[src/rtl/fetch_stage.sv]
// Instruction-fetch stage: owns the PC, keeps one instruction-memory request in flight,
// and presents fetched instructions to the IF/ID register while handling stalls and redirects.
module fetch_stage #(
    parameter int               ADDR_W   = 32,
    parameter int               INSTR_W  = 32,
    parameter logic [ADDR_W-1:0] RESET_PC = '0
) (
    input  logic               clk,
    input  logic               reset,
    input  logic               stall,
    input  logic               redirect,
    input  logic [ADDR_W-1:0]  redirectPC,
    output logic               imemReq,
    output logic [ADDR_W-1:0]  imemAddr,
    input  logic               imemReady,
    input  logic               imemRespValid,
    input  logic [INSTR_W-1:0] imemRespData,
    output logic [ADDR_W-1:0]  PCOut,
    output logic [INSTR_W-1:0] instrOut,
    output logic               fetchValid,
    output logic               IFIDFlush
);

    typedef enum logic [1:0] {
        STATE_REQ,
        STATE_WAIT,
        STATE_HOLD,
        STATE_DISCARD
    } fetchState_t;

    fetchState_t        state;
    logic [ADDR_W-1:0]  pc;
    logic [INSTR_W-1:0] instrBuf;
    logic [ADDR_W-1:0]  target;
    logic [ADDR_W-1:0]  pcPlus4;
    logic               unusedLowBits;

    // Redirect targets are always word aligned; the low bits are dropped here.
    assign target        = {redirectPC[ADDR_W-1:2], 2'b00};
    assign unusedLowBits = ^redirectPC[1:0];
    assign pcPlus4       = pc + ADDR_W'(4);

    always_ff @(posedge clk or posedge reset) begin
        if (reset) begin
            state    <= STATE_REQ;
            pc       <= RESET_PC;
            instrBuf <= '0;
        end else begin
            case (state)
                STATE_REQ: begin
                    if (redirect) begin
                        pc <= target;
                    end else if (imemReady) begin
                        state <= STATE_WAIT;
                    end
                end
                STATE_WAIT: begin
                    if (redirect) begin
                        pc    <= target;
                        state <= imemRespValid ? STATE_REQ : STATE_DISCARD;
                    end else if (imemRespValid) begin
                        if (stall) begin
                            instrBuf <= imemRespData;
                            state    <= STATE_HOLD;
                        end else begin
                            pc    <= pcPlus4;
                            state <= STATE_REQ;
                        end
                    end
                end
                STATE_HOLD: begin
                    if (redirect) begin
                        pc    <= target;
                        state <= STATE_REQ;
                    end else if (!stall) begin
                        pc    <= pcPlus4;
                        state <= STATE_REQ;
                    end
                end
                STATE_DISCARD: begin
                    // The stale response is still owed by memory; swallow it before re-requesting.
                    if (redirect) begin
                        pc <= target;
                    end
                    if (imemRespValid) begin
                        state <= STATE_REQ;
                    end
                end
                default: state <= STATE_REQ;
            endcase
        end
    end

    // A response is shown to decode in its arrival cycle; a stalled one is replayed from the buffer.
    always_comb begin
        fetchValid = 1'b0;
        instrOut   = '0;
        case (state)
            STATE_WAIT: begin
                if (imemRespValid && !redirect) begin
                    fetchValid = 1'b1;
                    instrOut   = imemRespData;
                end
            end
            STATE_HOLD: begin
                fetchValid = 1'b1;
                instrOut   = instrBuf;
            end
            default: begin
                fetchValid = 1'b0;
                instrOut   = '0;
            end
        endcase
    end

    assign imemReq   = (state == STATE_REQ) && !redirect && !reset;
    assign imemAddr  = pc;
    assign PCOut     = pc;
    assign IFIDFlush = !fetchValid || redirect;

endmodule

[config.mk]
export PLATFORM = sky130hd
export DESIGN_NAME = fetch_stage
export DESIGN_NICKNAME = d
export VERILOG_FILES = /design/src/rtl/fetch_stage.sv
export SDC_FILE = /design/constraint.sdc
export NUM_CORES = 1
export LEC_CHECK = 0
export BUFFER_PORTS_ARGS = -buffer_cell sky130_fd_sc_hd__buf_2
export CORE_ASPECT_RATIO = 1.25
export CORE_MARGIN = 5
export CORE_UTILIZATION = 49
export DETAILED_ROUTE_END_ITERATION = 10
export MAX_ROUTING_LAYER = met4
export PLACE_DENSITY = 0.83
export SYNTH_ARGS = -nofsm -noshare
export SYNTH_HDL_FRONTEND = slang
export SYNTH_SLANG_ARGS = --single-unit
[constraint.sdc]
create_clock -name clk -period 3.2 [get_ports clk]
set_input_delay 0.64 -clock clk [delete_from_list [all_inputs] [get_ports clk]]
set_output_delay 0.64 -clock clk [all_outputs]
set_load 0.02 [all_outputs]
---- Word-level counts from Yosys, hierarchy flattened ----
Index checks and enable logic that the tools add are counted.
storage, ports and cells
  output and inout port bits .............. 99
  flip-flop bits (word level) ............. 66
  word-level logic and storage cells ...... 46
cells by class
  multiplexer cells ....................... 20
  $add $sub $neg .......................... 1
  reduce and logical (&&, ||, !) cells .... 12
  bitwise gates (word level) .............. 1
  equality and inequality tests ........... 9
operator list
  cell                   count
  $mux 32                6
  $pmux 32 s3            1
  $pmux 32 s2            1
  $add 32x3->32 const B  1
  $mux 2                 9
  $pmux 2 s4             1
  $ne 2x2->1 const B     3
  $ne 3x3->1 const B     2
  $reduce_and 5->1       1
  $eq 2x2->1 const B     2
  $reduce_and 4->1       1
  $logic_and 1x1->1      3
  $logic_not 1->1        3
  $eq 2x1->1 const B     1
  $logic_not 2->1        1
  $ne 2x1->1 const B     1
  $pmux 1 s2             1
  $reduce_and 2->1       1
  $reduce_or 2->1        1
  $logic_or 1x1->1       1
  $mux 1                 1
  $not 1->1              1

---- Longest topological paths before layout ----
  depth after elaboration ................. 6
  gate-level depth with buffers ........... 9

---- Least setup slack after synthesis ----
Ideal clock, no wire load.
  path type ............................... input-to-output
  start point ............................. in reset
  end point ............................... out imemReq
  stages .................................. 2
  slack ................................... 148 ps
  data arrival time ....................... 2412 ps
  required time ........................... 2560 ps
  buffers on the path ..................... 0
  cell sequence ........................... inv_1 > and3_1
between the ends
  longest elaborated chain between the ends .. 2
ends and longest elaborated chain
  element            line  source
  from (decl)        9     input logic reset,
  $logic_not 1->1    116   assign imemReq = (state == STATE_REQ) && !redirect && !reset;
  $logic_and 1x1->1  116
  to (decl)          13    output logic imemReq,
No other way between the ends.

---- Worst setup path in the final report ----
  start point ............................. reg state[1]
  end point ............................... out instrOut[26]
between the ends
  longest elaborated chain between the ends .. 2
  elaborated cells between the ends (all ways) .. 3
  classes of those cells .................. eq/ne (2); mux (1)
ends and longest elaborated chain
  element                                          line  source
  from (decl)                                      31    fetchState_t state;
  from (signal assigned)                           60    state <= imemRespValid ? STATE_REQ : STATE_DISCARD;
  $eq 2x2->1 / $eq 2x1->1 (equally long branches)  98    case (state)
  $pmux 32 s2 (*)                                  98
  to (decl)                                        19    output logic [INSTR_W-1:0] instrOut,
Mark *: on every way between the ends. The rest lies on a longest branch, timed or not.

==> results.toml <==
[cts]
numCtsBuffers = 9
clk_latency_ns = 0.35
hold_buffers = 0
cts_resized = 0
cts.sinks = 64
clockBufferDepth = 2
clkTransAtPathRegs_ns = 0.07
cts_tree = "done"
cts_max_level = 3
postCtsSetupRepairBufs = 0
clockRootBuffer = "clkbuf_8"

[drt]
first_pass_iters = 4
drt_wl_total_um = 11200
ant_nets = 0
wl_per_cell_um = 16.9
vias = 3856
vias_per_cell = 5.80
route.detailed.drc = 0
drt_iter0_markers = 145

[critical_path]
startpoint = "state[1]$_DFFE_PP0P_"
critical_path_buf_inv_count = 3
r2r_setup_slack_ns = 0.91
end_kind = "primary output"
crit_arrival_ns = 2.10
critical_path.max_fanout = 35
crit_chain = "inv_1 > ha_1 > and3_1 > buf_4 > a22oi_1 > nor2b_1 > buf_2"
r2r-start = "PCOut[8]$_DFFE_PP0P_"
crit_path_max_incr_delay_ns = 0.40
critPathLaunchType = "register"
cp.required_ns = 2.56
crit_family = "buffers and inverters"
crit_slowest_cell = "dfrtp_1"
worst-setup-path-type = "register to primary output"

[logic_synthesis]
synth_common_cells = "64 x dfrtp_1, 36 x nor2b_1, 34 x a22oi_1, 34 x buf_4, 32 x mux2_2"
syn_avg_cell_area_um2 = 9.34
synthTopCellsByArea = "dfrtp_1 39%, mux2_2 8.8%, a22oi_1 6.3%"
yosysMostFrequentCell = "dfrtp_1"
async_reset_ff_share_pct = 100
synth_top_area_share_pct = 39.2
yosysWarningCount = 0
synth-seq-cells = 64
ys_types = 51
synthCells = 437
synth_edf_count = 0
yosysSeqAreaShare_pct = 39.2
synthFlopType = "dfrtp_1"
netlist_area_um2 = 4080
synth_top_area_cell = "dfrtp_1"

[sta]
worst_pin_slew_ns = 0.883
timing.slew.headroom_pct = 40.6
hold_ws_ns = 0.484
fmax_mhz = 366
clock_skew_ns = 0.00670
report.final.slew_viol_count = 0
fin_ws_ns = 0.465
finalHoldViolCount = 0
period_needed_ns = 2.74
setup_tns_ns = 0
setup_viol = 0
post-route-period-util_pct = 85.5
rsz0062_at_grt = "no"

[cells_and_area]
fin_cells = 665
final_area_um2 = 4920
area_growth_syn_to_layout_pct = 20.6
finalNetCount = 637
fillers = 690
utilization_pct = 60.1
drive_gt1_share_pct = 40.7

[pwr]
power_leakage_nw = 2.30
p_per_area_nw_per_um2 = 922
total_power_mw = 4.54
worst_ir_drop_vdd_mv = 0.509

[placement]
place.gp.congestion = 0.851
place_ws_ns = 0.808
placed_cells = 648
io_buffer_count = 162
place_area_um2 = 4720
dp_hpwl_um = 8190

[grt]
grt-busiest-layer = "met2"
gr-total-overflow = 0
grt_pass1_wl_um = 18200
grtUsageTotal_pct = 22.5
met1_usage_pct = 25.2
grt_pass1_vias = 3773
grt_max_degree = 65
antenna_found_initial = 1
use_met2_pct = 38.0
use_met3_pct = 5.43

[floorplan]
die_width_um = 91.6
initial_core_util_pct = 49.8
core_area_um2 = 8190
dieArea_um2 = 10300
pin_count = 169
rows = 37
die_h_um = 112

[min_path]
hold_class = "input port to register"
hold_start = "redirectPC[22]"

[run_status]
status = "finished, final reports clean"

[run]
cap_violations = 0
[layout make-up]
| cell class | count | area [um2] | share of cell area [%] |
|---|---|---|---|
| clock buffer | 13 | 159 | 3.23 |
| tap | 97 | 121 | 2.47 |
| antenna | 1 | 2.50 | 0.0508 |
| inverter | 7 | 26.3 | 0.534 |
| clock inverter | 3 | 40.0 | 0.813 |
| sequential | 64 | 1600 | 32.5 |
| timing repair buffer | 174 | 901 | 18.3 |
| multi-input combinational | 306 | 2070 | 42.1 |
[layout by cell type (no fill, tap or decap), drive strengths merged, types with 2 or more instances in the layout]
cell type	instances
a21oi	27
mux2i	5
buf	174
inv	7
clkbuf	13
nand2b	2
ha	5
o22ai	8
and4	5
o21ai	23
dfrtp	64
nand2	27
nor4	4
and2	6
conb	4
clkinv	2
nand3	10
nor2b	36
and3	5
a211oi	2
mux2	32
a22oi	34
o21a	2
nor3	11
xor2	4
nand4	15
a2bb2oi	4
o22a	2
nor2	17
[worst register-to-register path, stage by stage, from the launching register on]
cell,delay [ns]
dfrtp_1,0.50
nand4_2,0.20
nor4_1,0.80
nand4_1,0.23
mux2i_1,0.17
a221o_1,0.27
[final timing paths]
kind / to / cells after the start
setup / recovery: instrOut[26] / 7
hold / removal: PCOut[22]$_DFFE_PP0P_ / 3
hold reg to reg: instrBuf[16]$_DFFE_PP0P_ / 1
min in group asynchronous: PCOut[28]$_DFFE_PP0P_ / 3
setup reg to reg: PCOut[24]$_DFFE_PP0P_ / 5
max in group asynchronous: instrBuf[19]$_DFFE_PP0P_ / 3
[flip-flops by register name, indices dropped and copies added (netlist names)]
signal / cells
PCOut: 30
instrBuf: 32
state: 2
[layer usage]
metal / up-vias / routed length [um]
li1: 1801 / -
met1: 1856 / 4290
met3: 16 / 1010
met2: 183 / 5720
met4: 0 / 217
met5: - / 0
[cell families after synthesis]
group | Yosys count | share of synthesized area (%)
AOI/OAI and AO/OA | 112 | 17.9
xor gates and xnor gates | 5 | 1.07
adders and majority gates | 5 | 1.53
buffers and inverters | 70 | 10.3
DFF | 64 | 39.2
muxes | 37 | 10.1
other | 1 | 0.0919
and+or+nand+nor | 143 | 19.8
[power breakdown]
part / total, mW / switching (mW) / internal [mW] / leakage (nW)
Combinational: 2.30 / 1.38 / 0.919 / 1.44
Sequential: 1.53 / 0.357 / 1.17 / 0.757
Clock: 0.708 / 0.307 / 0.400 / 0.103
Note: power is estimated with default switching activity, not from simulation.
